<file path="src/rtl/uart_rx_fifo_if.sv">
// Consumer-facing bundle of the UART receiver: serial line, pop handshake,
// error clear and the FIFO/status outputs.
interface uart_rx_fifo_if #(
  parameter int DATA_BITS  = 8,
  parameter int FIFO_DEPTH = 4
);
  logic                          i_rx_data;
  logic                          i_rx_ready;
  logic                          i_clear_err;
  logic                          o_rx_active;
  logic [DATA_BITS-1:0]          o_byte_out;
  logic                          o_data_valid;
  logic [$clog2(FIFO_DEPTH):0]   o_fifo_count;
  logic                          o_frame_err;
  logic                          o_parity_err;
  logic                          o_overrun;

  modport slave (
    input  i_rx_data, i_rx_ready, i_clear_err,
    output o_rx_active, o_byte_out, o_data_valid, o_fifo_count,
           o_frame_err, o_parity_err, o_overrun
  );

  modport master (
    output i_rx_data, i_rx_ready, i_clear_err,
    input  o_rx_active, o_byte_out, o_data_valid, o_fifo_count,
           o_frame_err, o_parity_err, o_overrun
  );
endinterface

</file>
<file path="src/rtl/uart_rx_fifo.sv">
// UART receiver with configurable frame format, sticky error flags and a
// show-ahead receive FIFO drained through a valid/ready handshake.
module uart_rx_fifo #(
  parameter int BAUD_MULT  = 1666,
  parameter int DATA_BITS  = 8,
  parameter int PARITY     = 0,
  parameter int STOP_BITS  = 1,
  parameter int FIFO_DEPTH = 4
) (
  input  logic           i_uart_clk,
  input  logic           i_reset,
  uart_rx_fifo_if.slave  rx_if
);

  localparam int AW = $clog2(FIFO_DEPTH);
  localparam int CW = $clog2(BAUD_MULT);

  localparam logic [CW-1:0] BIT_LAST  = CW'(BAUD_MULT - 1);
  localparam logic [CW-1:0] HALF_LAST = CW'(BAUD_MULT / 2 - 1);
  localparam logic [3:0]    DATA_LAST = 4'(DATA_BITS - 1);
  localparam logic          STOP_LAST = 1'(STOP_BITS - 1);
  localparam logic [AW:0]   FULL_CNT  = (AW+1)'(FIFO_DEPTH);

  localparam logic [2:0] S_IDLE   = 3'd0;
  localparam logic [2:0] S_START  = 3'd1;
  localparam logic [2:0] S_DATA   = 3'd2;
  localparam logic [2:0] S_PARITY = 3'd3;
  localparam logic [2:0] S_STOP   = 3'd4;
  localparam logic [2:0] S_BREAK  = 3'd5;

  logic                 rx_meta;
  logic                 rx_s;
  logic [2:0]           state;
  logic [CW-1:0]        baud_cnt;
  logic [3:0]           bit_idx;
  logic                 stop_idx;
  logic [DATA_BITS-1:0] shreg;
  logic                 par_bad;
  logic                 ones_odd;
  logic                 sample_tick;

  logic                 push;
  logic                 pop;
  logic                 push_ok;
  logic                 full;
  logic                 empty;
  logic                 set_frame;
  logic                 set_parity;
  logic                 set_overrun;

  logic [DATA_BITS-1:0] mem [FIFO_DEPTH];
  logic [AW-1:0]        wr_ptr;
  logic [AW-1:0]        rd_ptr;
  logic [AW:0]          count;

  logic                 frame_err;
  logic                 parity_err;
  logic                 overrun;

  // Line idles high, so the synchroniser resets to 1 to avoid a fake start bit.
  always_ff @(posedge i_uart_clk or posedge i_reset) begin
    if (i_reset) begin
      rx_meta <= 1'b1;
      rx_s    <= 1'b1;
    end else begin
      rx_meta <= rx_if.i_rx_data;
      rx_s    <= rx_meta;
    end
  end

  // Stop-bit verdict is decided on the sample cycle itself so the byte lands
  // without waiting for the rest of the stop bit.
  always_comb begin
    sample_tick = (baud_cnt == BIT_LAST);
    ones_odd    = ^{rx_s, shreg};
    push        = 1'b0;
    set_frame   = 1'b0;
    set_parity  = 1'b0;
    if (state == S_STOP && sample_tick) begin
      if (!rx_s) begin
        set_frame = 1'b1;
      end else if (stop_idx == STOP_LAST) begin
        if (par_bad) set_parity = 1'b1;
        else         push       = 1'b1;
      end
    end
  end

  always_ff @(posedge i_uart_clk or posedge i_reset) begin
    if (i_reset) begin
      state    <= S_IDLE;
      baud_cnt <= '0;
      bit_idx  <= '0;
      stop_idx <= 1'b0;
      shreg    <= '0;
      par_bad  <= 1'b0;
    end else begin
      case (state)
        S_IDLE: begin
          if (!rx_s) begin
            state    <= S_START;
            baud_cnt <= '0;
          end
        end
        S_START: begin
          if (baud_cnt == HALF_LAST) begin
            baud_cnt <= '0;
            bit_idx  <= '0;
            par_bad  <= 1'b0;
            state    <= rx_s ? S_IDLE : S_DATA;
          end else begin
            baud_cnt <= baud_cnt + 1'b1;
          end
        end
        S_DATA: begin
          if (sample_tick) begin
            baud_cnt <= '0;
            shreg    <= {rx_s, shreg[DATA_BITS-1:1]};
            if (bit_idx == DATA_LAST) begin
              stop_idx <= 1'b0;
              state    <= (PARITY != 0) ? S_PARITY : S_STOP;
            end else begin
              bit_idx <= bit_idx + 1'b1;
            end
          end else begin
            baud_cnt <= baud_cnt + 1'b1;
          end
        end
        S_PARITY: begin
          if (sample_tick) begin
            baud_cnt <= '0;
            par_bad  <= (PARITY == 1) ? ~ones_odd : ones_odd;
            state    <= S_STOP;
          end else begin
            baud_cnt <= baud_cnt + 1'b1;
          end
        end
        S_STOP: begin
          if (sample_tick) begin
            baud_cnt <= '0;
            if (set_frame)                   state    <= S_BREAK;
            else if (stop_idx == STOP_LAST)  state    <= S_IDLE;
            else                             stop_idx <= stop_idx + 1'b1;
          end else begin
            baud_cnt <= baud_cnt + 1'b1;
          end
        end
        S_BREAK: begin
          if (rx_s) state <= S_IDLE;
        end
        default: state <= S_IDLE;
      endcase
    end
  end

  // A pop frees a slot in the same cycle, so a full FIFO still accepts a push
  // when the consumer is draining it.
  always_comb begin
    empty       = (count == '0);
    full        = (count == FULL_CNT);
    pop         = rx_if.i_rx_ready && !empty;
    push_ok     = push && (!full || pop);
    set_overrun = push && full && !pop;
  end

  always_ff @(posedge i_uart_clk or posedge i_reset) begin
    if (i_reset) begin
      for (int i = 0; i < FIFO_DEPTH; i++) mem[i] <= '0;
      wr_ptr <= '0;
      rd_ptr <= '0;
      count  <= '0;
    end else begin
      if (push_ok) begin
        mem[wr_ptr] <= shreg;
        wr_ptr      <= wr_ptr + 1'b1;
      end
      if (pop) rd_ptr <= rd_ptr + 1'b1;
      case ({push_ok, pop})
        2'b10:   count <= count + 1'b1;
        2'b01:   count <= count - 1'b1;
        default: count <= count;
      endcase
    end
  end

  // Set takes priority over clear so an error in the clearing cycle is kept.
  always_ff @(posedge i_uart_clk or posedge i_reset) begin
    if (i_reset) begin
      frame_err  <= 1'b0;
      parity_err <= 1'b0;
      overrun    <= 1'b0;
    end else begin
      frame_err  <= set_frame   | (frame_err  & ~rx_if.i_clear_err);
      parity_err <= set_parity  | (parity_err & ~rx_if.i_clear_err);
      overrun    <= set_overrun | (overrun    & ~rx_if.i_clear_err);
    end
  end

  assign rx_if.o_rx_active  = (state != S_IDLE);
  assign rx_if.o_byte_out   = mem[rd_ptr];
  assign rx_if.o_data_valid = !empty;
  assign rx_if.o_fifo_count = count;
  assign rx_if.o_frame_err  = frame_err;
  assign rx_if.o_parity_err = parity_err;
  assign rx_if.o_overrun    = overrun;

endmodule

</file>
<file path="src/flat_wrapper.sv">
// flat-port wrapper written by rule: the top's interface ports become plain ports
module uart_rx_fifo_flat 
#(
  parameter int BAUD_MULT  = 1666,
  parameter int DATA_BITS  = 8,
  parameter int PARITY     = 0,
  parameter int STOP_BITS  = 1,
  parameter int FIFO_DEPTH = 4
)
  (i_uart_clk, i_reset, rx_if_i_rx_data, rx_if_i_rx_ready, rx_if_i_clear_err, rx_if_o_rx_active, rx_if_o_byte_out, rx_if_o_data_valid, rx_if_o_fifo_count, rx_if_o_frame_err, rx_if_o_parity_err, rx_if_o_overrun);
  uart_rx_fifo_if #(.DATA_BITS(DATA_BITS), .FIFO_DEPTH(FIFO_DEPTH)) rx_if_i ();
  input  logic i_uart_clk;
  input  logic i_reset;
  input wire logic [$bits(rx_if_i.i_rx_data)-1:0] rx_if_i_rx_data;
  input wire logic [$bits(rx_if_i.i_rx_ready)-1:0] rx_if_i_rx_ready;
  input wire logic [$bits(rx_if_i.i_clear_err)-1:0] rx_if_i_clear_err;
  output wire logic [$bits(rx_if_i.o_rx_active)-1:0] rx_if_o_rx_active;
  output wire logic [$bits(rx_if_i.o_byte_out)-1:0] rx_if_o_byte_out;
  output wire logic [$bits(rx_if_i.o_data_valid)-1:0] rx_if_o_data_valid;
  output wire logic [$bits(rx_if_i.o_fifo_count)-1:0] rx_if_o_fifo_count;
  output wire logic [$bits(rx_if_i.o_frame_err)-1:0] rx_if_o_frame_err;
  output wire logic [$bits(rx_if_i.o_parity_err)-1:0] rx_if_o_parity_err;
  output wire logic [$bits(rx_if_i.o_overrun)-1:0] rx_if_o_overrun;
  assign rx_if_i.i_rx_data = rx_if_i_rx_data;
  assign rx_if_i.i_rx_ready = rx_if_i_rx_ready;
  assign rx_if_i.i_clear_err = rx_if_i_clear_err;
  assign rx_if_o_rx_active = rx_if_i.o_rx_active;
  assign rx_if_o_byte_out = rx_if_i.o_byte_out;
  assign rx_if_o_data_valid = rx_if_i.o_data_valid;
  assign rx_if_o_fifo_count = rx_if_i.o_fifo_count;
  assign rx_if_o_frame_err = rx_if_i.o_frame_err;
  assign rx_if_o_parity_err = rx_if_i.o_parity_err;
  assign rx_if_o_overrun = rx_if_i.o_overrun;
  uart_rx_fifo #(.BAUD_MULT(BAUD_MULT), .DATA_BITS(DATA_BITS), .PARITY(PARITY), .STOP_BITS(STOP_BITS), .FIFO_DEPTH(FIFO_DEPTH)) u_core (.i_uart_clk(i_uart_clk), .i_reset(i_reset), .rx_if(rx_if_i));
endmodule
</file>
<file path="config.mk">
export PLATFORM = sky130hd
export DESIGN_NAME = uart_rx_fifo_flat
export DESIGN_NICKNAME = d
export VERILOG_FILES = /design/src/rtl/uart_rx_fifo_if.sv /design/src/rtl/uart_rx_fifo.sv /design/src/flat_wrapper.sv
export SDC_FILE = /design/constraint.sdc
export NUM_CORES = 1
export LEC_CHECK = 0
export ABC_AREA = 0
export ABC_CLOCK_PERIOD_IN_PS = 3500
export CORE_UTILIZATION = 41
export CTS_CLUSTER_SIZE = 24
export DETAILED_ROUTE_END_ITERATION = 10
export GPL_TIMING_DRIVEN = 0
export SLEW_MARGIN = 20
export SYNTH_ARGS = -nofsm -noshare
export SYNTH_HDL_FRONTEND = slang
export SYNTH_SLANG_ARGS = --single-unit
</file>
<file path="constraint.sdc">
create_clock -name i_uart_clk -period 3.5 [get_ports i_uart_clk]
set_input_delay 0.35 -clock i_uart_clk [delete_from_list [all_inputs] [get_ports i_uart_clk]]
set_output_delay 0.35 -clock i_uart_clk [all_outputs]
set_load 0.1 [all_outputs]
</file>
Word level (Yosys, flattened, before mapping)

Cells that the tools add are included.

Register bits: 72
Input port bits: 5
Output and inout port bits: 16
Logic and storage cells: 129

$add $sub $neg: 7
Order comparisons: 3
Eq/ne operators: 21
Mux-type cells: 45
Bitwise gates (word level): 9
Reductions and logical operators: 26

Operators by type and width:

| kind                                             | count |
|---|---|
| two-way mux 11 bit                               | 3 |
| one-hot mux 11 bit (3 select lines)              | 1 |
| bitwise mux 32 bit                               | 1 |
| two-way mux 3 bit                                | 9 |
| two-way mux 8 bit                                | 3 |
| one-hot mux 3 bit (6 select lines)               | 1 |
| two-way mux 1 bit                                | 17 |
| binary-select mux 8 bit (select 2 bit)           | 1 |
| demux 8 bit (select 2 bit)                       | 1 |
| two-way mux 4 bit                                | 3 |
| != test 2 x 1 -> 1 bit (second input constant)   | 6 |
| adder 11 x 1 -> 11 bit (second input constant)   | 1 |
| == test 11 x 10 -> 1 bit (second input constant) | 1 |
| == test 11 bit (second input constant)           | 1 |
| == test 3 bit (second input constant)            | 3 |
| XOR reduction 9 bit                              | 1 |
| one-hot mux 4 bit (2 select lines)               | 1 |
| AND reduction 8 bit                              | 1 |
| nonzero test 2 bit                               | 4 |
| == test 3 x 2 -> 1 bit (second input constant)   | 2 |
| >= comparator 3 bit (second input constant)      | 2 |
| logical AND 1 bit                                | 6 |
| zero test 3 bit                                  | 2 |
| != test 2 bit (second input constant)            | 3 |
| 26 further kinds                                 | 37 |

Logic depth before layout (Yosys ltp)

Depth after elaboration: 7
Gate-level depth with buffers: 11
Mapped depth without buffers: 11

Worst setup path after synthesis

OpenSTA, ideal clock, no wires.

Path kind: reg-to-reg
Start: reg u_core.count[0] (netlist: u_core.rx_if.o_fifo_count[0])
End: reg u_core.count[2] (netlist: u_core.rx_if.o_fifo_count[2])
Library setup time: 0.162 ns
Arrival time: 2.987 ns
Data required time: 3.338 ns
Slack: 0.351 ns
Cell stages (with the launch flop): 9
Buffers on the path: 0
Period minus slack after synthesis: 3.149 ns
Cells stage by stage: dfrtp_1 > or3_1 > and2_1 > ha_1 > inv_1 > fa_1 > xor2_1 > nor2_1 > xor2_1

Longest elaborated chain between the ends: 7
Elaborated cells on any way between the ends: 13
Those cells by class: add/sub (2); eq/ne (3); mux (1); reduce/logical (7)

RTL lines:

| what                                                                            | RTL line            | text |
|---|---|---|
| start: declaration                                                              | uart_rx_fifo.sv:54  | `logic [AW:0] count;` |
| start signal: assignment                                                        | uart_rx_fifo.sv:179 | `2'b10: count <= count + 1'b1;` |
| start signal: assignment                                                        | uart_rx_fifo.sv:180 | `2'b01: count <= count - 1'b1;` |
| start signal: assignment                                                        | uart_rx_fifo.sv:181 | `default: count <= count;` |
| zero test 3 bit (*)                                                             | uart_rx_fifo.sv:159 | `empty = (count == '0);` |
| zero test 1 bit (*)                                                             | n/a                 |  |
| named net rx_if_o_data_valid                                                    | flat_wrapper.sv:19  | `output wire logic [$bits(rx_if_i.o_data_valid)-1:0] rx_if_o_data_valid;` |
| logical AND 1 bit (*)                                                           | uart_rx_fifo.sv:161 | `pop = rx_if.i_rx_ready && !empty;` |
| named net u_core.pop                                                            | uart_rx_fifo.sv:43  | `logic pop;` |
| logical OR 1 bit                                                                | uart_rx_fifo.sv:162 | `push_ok = push && (!full \|\| pop);` |
| logical AND 1 bit                                                               | uart_rx_fifo.sv:162 |  |
| == test 2 x 1 -> 1 bit / == test 2 bit (equally long branches)                  | uart_rx_fifo.sv:178 | `case ({push_ok, pop})` |
| one-hot mux 3 bit (2 select lines) / nonzero test 2 bit (equally long branches) | n/a                 |  |

The timed path passes the listed nets; every way through them passes the cells marked *.
A chain may end at the register's enable or synchronous reset.

Worst setup path after layout

Start: reg u_core.rd_ptr[0]
End: out rx_if_o_byte_out[2]

Longest elaborated chain between the ends: 4

RTL lines:

| what                                                 | RTL line            | text |
|---|---|---|
| start: declaration                                   | uart_rx_fifo.sv:53  | `logic [AW-1:0] rd_ptr;` |
| start signal: assignment                             | uart_rx_fifo.sv:177 | `if (pop) rd_ptr <= rd_ptr + 1'b1;` |
| inverter 2 -> 3 bit (not written as such)            | uart_rx_fifo.sv:200 | `assign rx_if.o_byte_out = mem[rd_ptr];` |
| binary-select mux 8 bit (select 2 bit)               | uart_rx_fifo.sv:200 |  |
| two-way mux 8 bit (not written as such) (2 in a row) | uart_rx_fifo.sv:200 |  |
| end: declaration                                     | flat_wrapper.sv:18  | `output wire logic [$bits(rx_if_i.o_byte_out)-1:0] rx_if_o_byte_out;` |

Every way passes these cells. The select of a mux whose other input is x is not followed.

==> impl_metrics.csv <==
group,metric,value,unit
timing,relSlewSlack,0.3476,
global_route,grt_pass1_vias,2327,
drt,drt_iter0_drc,94,
floorplanning,fp.dieH,95.80,um
layout,mostFrequentLayoutCells,"dfrtp_1, mux2_2, nand2_1",
yosys,yosysUniqueCellTypes,45,
yosys,avgSynthCellArea,12.02,um2
drt,final_antenna_net_count,0,
yosys,synthFlopType,"dfrtp_1",
layout,area_delta_synth_final,15.23,%
global_route,grt_max_degree,38,
clocking,cts_made_buffers,9,
timing,worstMarginPinSlew,0.9755,ns
drt,drt-met1-wl,3490,um
drt,drt-wirelength-per-cell,15.50,um
layout,final_net_count,347,
global_route,grt_pass1_wl,11470,um
power,ir_drop,0.6627,mV
setup_path,worstPathArrival,2.81,ns
placement,pre_cts_ws,0.6551,ns
yosys,synth_seq_area_share,0.4932,
floorplanning,rows,33,
power,p_seq_frac,0.446,
layout,final_common_cell,"dfrtp_1",
drt,met2_length,3074,um
setup_path,required,3.15,ns
power,p_leak,0.001865,uW
yosys,syn_area,3607,um2
placement,post-dp-hpwl,4684,um
setup_path,cp-end-kind,"primary output",
setup_path,max_stage_delay,0.98,ns
floorplanning,initial_core_util,0.4304,
setup_path,worstSetupStartpointType,"flip-flop",
timing,finalHoldViolCount,0,
clocking,post_cts_buffers,0,
layout,n_antenna_cell,0,
timing,fmax,0.3166,GHz
drt,top_layer,"met4",
timing,slew_viol_final,0,
placement,gp_congestion,0.8219,
clocking,clk_pin_slew,0.08,ns
floorplanning,die_w,95.80,um
setup_path,path_delay_family,"buffers and inverters",
clocking,clock_path_buffers,2,
global_route,antenna_found_initial,0,
yosys,ys_ff_latch,71,
power,p_clk_frac,0.335,
power,total_power,1967,uW
global_route,grt_usage,0.1663,
power,power_density,473.2,nW/um2
clocking,clock-sinks,71,
yosys,synth_warnings,0,
yosys,synth_nets,315,
yosys,syn_inst,300,
drt,num_vias,2403,
yosys,async_reset_ff_frac,1.000,
layout,drive_above_1_share,0.2404,
setup_path,path_cells,"clkbuf_1 -> mux4_2 -> clkdlybuf4s50_1",
setup_path,worst_path_max_delay_cell,"clkdlybuf4s50_1",
timing,clock_skew,0.008352,ns
drt,vias_per_cell,5.437,
timing,fin_crit_sh,0.9025,
setup_path,cp_max_fo,10,
clocking,cts_hold_repair.buffers,0,
flow_run,maxCapViolCount,0,
run_status,status,"completed",
setup_path,worstSetupPathType,"reg -> out",
clocking,cts_tree,"built",
clocking,cts_max_level,3,
power,internal_power,1318,uW
power,swShare,0.3301,
power,switchingPower,649.3,uW
timing,rsz0062_at_grt,"false",
timing,fin_ws,0.3413,ns
drt,first_pass_iters,6,
floorplanning,die_area,9178,um2
drt,wl_met3,217,um
power,combPwrFrac,0.219,
timing,min_period,3.159,ns
yosys,synth_edf_count,0,
hold_path,hold_class,"in -> async",
drt,drc,0,
clocking,cts_resized,0,
floorplanning,core,8382,um2
timing,setup_viol,0,
layout,fill_cells,757,
setup_path,crit_buf_inv,2,
global_route,grt_overflow,0,
clocking,clk_latency,0.35,ns
drt,drt-total-wl,6852,um
timing,tns,0,ns
floorplanning,io_pins,21,
clocking,cts_root_buf,"clkbuf_8",
placement,numPortBuffers,20,
flip-flops by register name, summed over array words and instances, names as in the netlist:
| register | flops |
|---|---|
| u_core.baud_cnt | 11 |
| u_core.bit_idx | 4 |
| u_core.mem | 32 |
| u_core.par_bad | 1 |
| u_core.rd_ptr | 2 |
| u_core.rx_if.o_fifo_count | 3 |
| u_core.rx_if.o_frame_err | 1 |
| u_core.rx_if.o_overrun | 1 |
| u_core.rx_if.o_parity_err | 1 |
| u_core.rx_meta | 1 |
| u_core.rx_s | 1 |
| u_core.shreg | 8 |
| u_core.state | 3 |
| u_core.wr_ptr | 2 |
cell type report:
| type | count | area, um2 | area share |
|---|---|---|---|
| sequential | 71 | 1779 | 0.4281 |
| multi-input combinational | 206 | 1727 | 0.4154 |
| timing repair buffer | 21 | 220.2 | 0.05298 |
| tap | 105 | 131.4 | 0.03161 |
| clock buffer | 10 | 127.6 | 0.03070 |
| clock inverter | 6 | 67.56 | 0.01626 |
| buffer | 10 | 52.55 | 0.01264 |
| inverter | 13 | 51.30 | 0.01234 |
Yosys cell counts, types with 2 or more instances:
cell type | number | share of area
o31ai_1 | 4 | 0.0083
or3_1 | 5 | 0.0087
and2_1 | 3 | 0.0052
nor3_1 | 7 | 0.0097
dfrtp_1 | 69 | 0.48
buf_2 | 3 | 0.0042
a21oi_1 | 5 | 0.0069
nand3b_1 | 2 | 0.0042
nor3b_1 | 5 | 0.010
inv_1 | 13 | 0.014
nor2_1 | 10 | 0.010
nand2_1 | 22 | 0.023
nand3_1 | 7 | 0.0097
and3_1 | 3 | 0.0052
clkbuf_1 | 5 | 0.0052
dfstp_2 | 2 | 0.015
xnor2_1 | 10 | 0.024
or3b_2 | 2 | 0.0049
nor4_1 | 4 | 0.0069
o22ai_1 | 3 | 0.0052
o21ai_0 | 19 | 0.026
nor4b_1 | 3 | 0.0073
mux2_2 | 42 | 0.13
o41ai_1 | 2 | 0.0049
ha_1 | 9 | 0.031
nand2b_1 | 4 | 0.0069
mux2i_1 | 2 | 0.0055
a21o_1 | 8 | 0.017
xor2_1 | 4 | 0.0097
mux4_2 | 8 | 0.050
through the flow:
step	std cells	util	instance area, um2	hold WS (ns)
after CTS	442	0.4959	4156	0.3656
after detailed placement	426	0.4726	3961	0.3539
after floorplan	300	-	3607	0.3452
final	442	0.4959	4156	0.3599
after global placement	425	0.4699	3939	0.3462
after global routing	442	0.4959	4156	0.3699
layer usage:
layer / track usage / up-vias
li1: - / 1151
met1: 0.2374 / 1194
met2: 0.2488 / 52
met3: 0.03633 / 6
met4: 0.05970 / 0
met5: 0 / -
cell families (layout without fill, tap and decap cells):
group / count (synthesis) / in the layout / share of synthesized area
and+or+nand+nor: 84 / 84 / 0.1301
DFF: 71 / 71 / 0.4932
muxes: 52 / 52 / 0.1866
AOI/OAI and AO/OA: 46 / 46 / 0.09123
buffers and inverters: 23 / 60 / 0.02810
xor gates and xnor gates: 14 / 14 / 0.03399
adders and majority gates: 10 / 10 / 0.03677
power groups by stage:
stage	registers (uW)	logic, uW	clock network, uW
global placement	893	434	0
detailed placement	892	442	0
floorplan	1020	208	0
global route	883	465	708
CTS	877	442	674
finish	877	431	659
worst paths after layout:
path	to	from	cells after the start	slack, ns
setup / recovery	rx_if_o_byte_out[2]	u_core.rd_ptr[0]	3	0.34
hold / removal	u_core.mem[19]	i_reset	2	0.36
setup reg to reg	u_core.baud_cnt[3]	u_core.baud_cnt[2]	8	0.94
hold reg to reg	u_core.rx_s	u_core.rx_meta	0	0.36
max in group asynchronous	u_core.rx_if.o_frame_err	i_reset	3	2.59
min in group i_uart_clk	u_core.rx_s	u_core.rx_meta	0	0.36
Power figures use the tool's default switching activity.
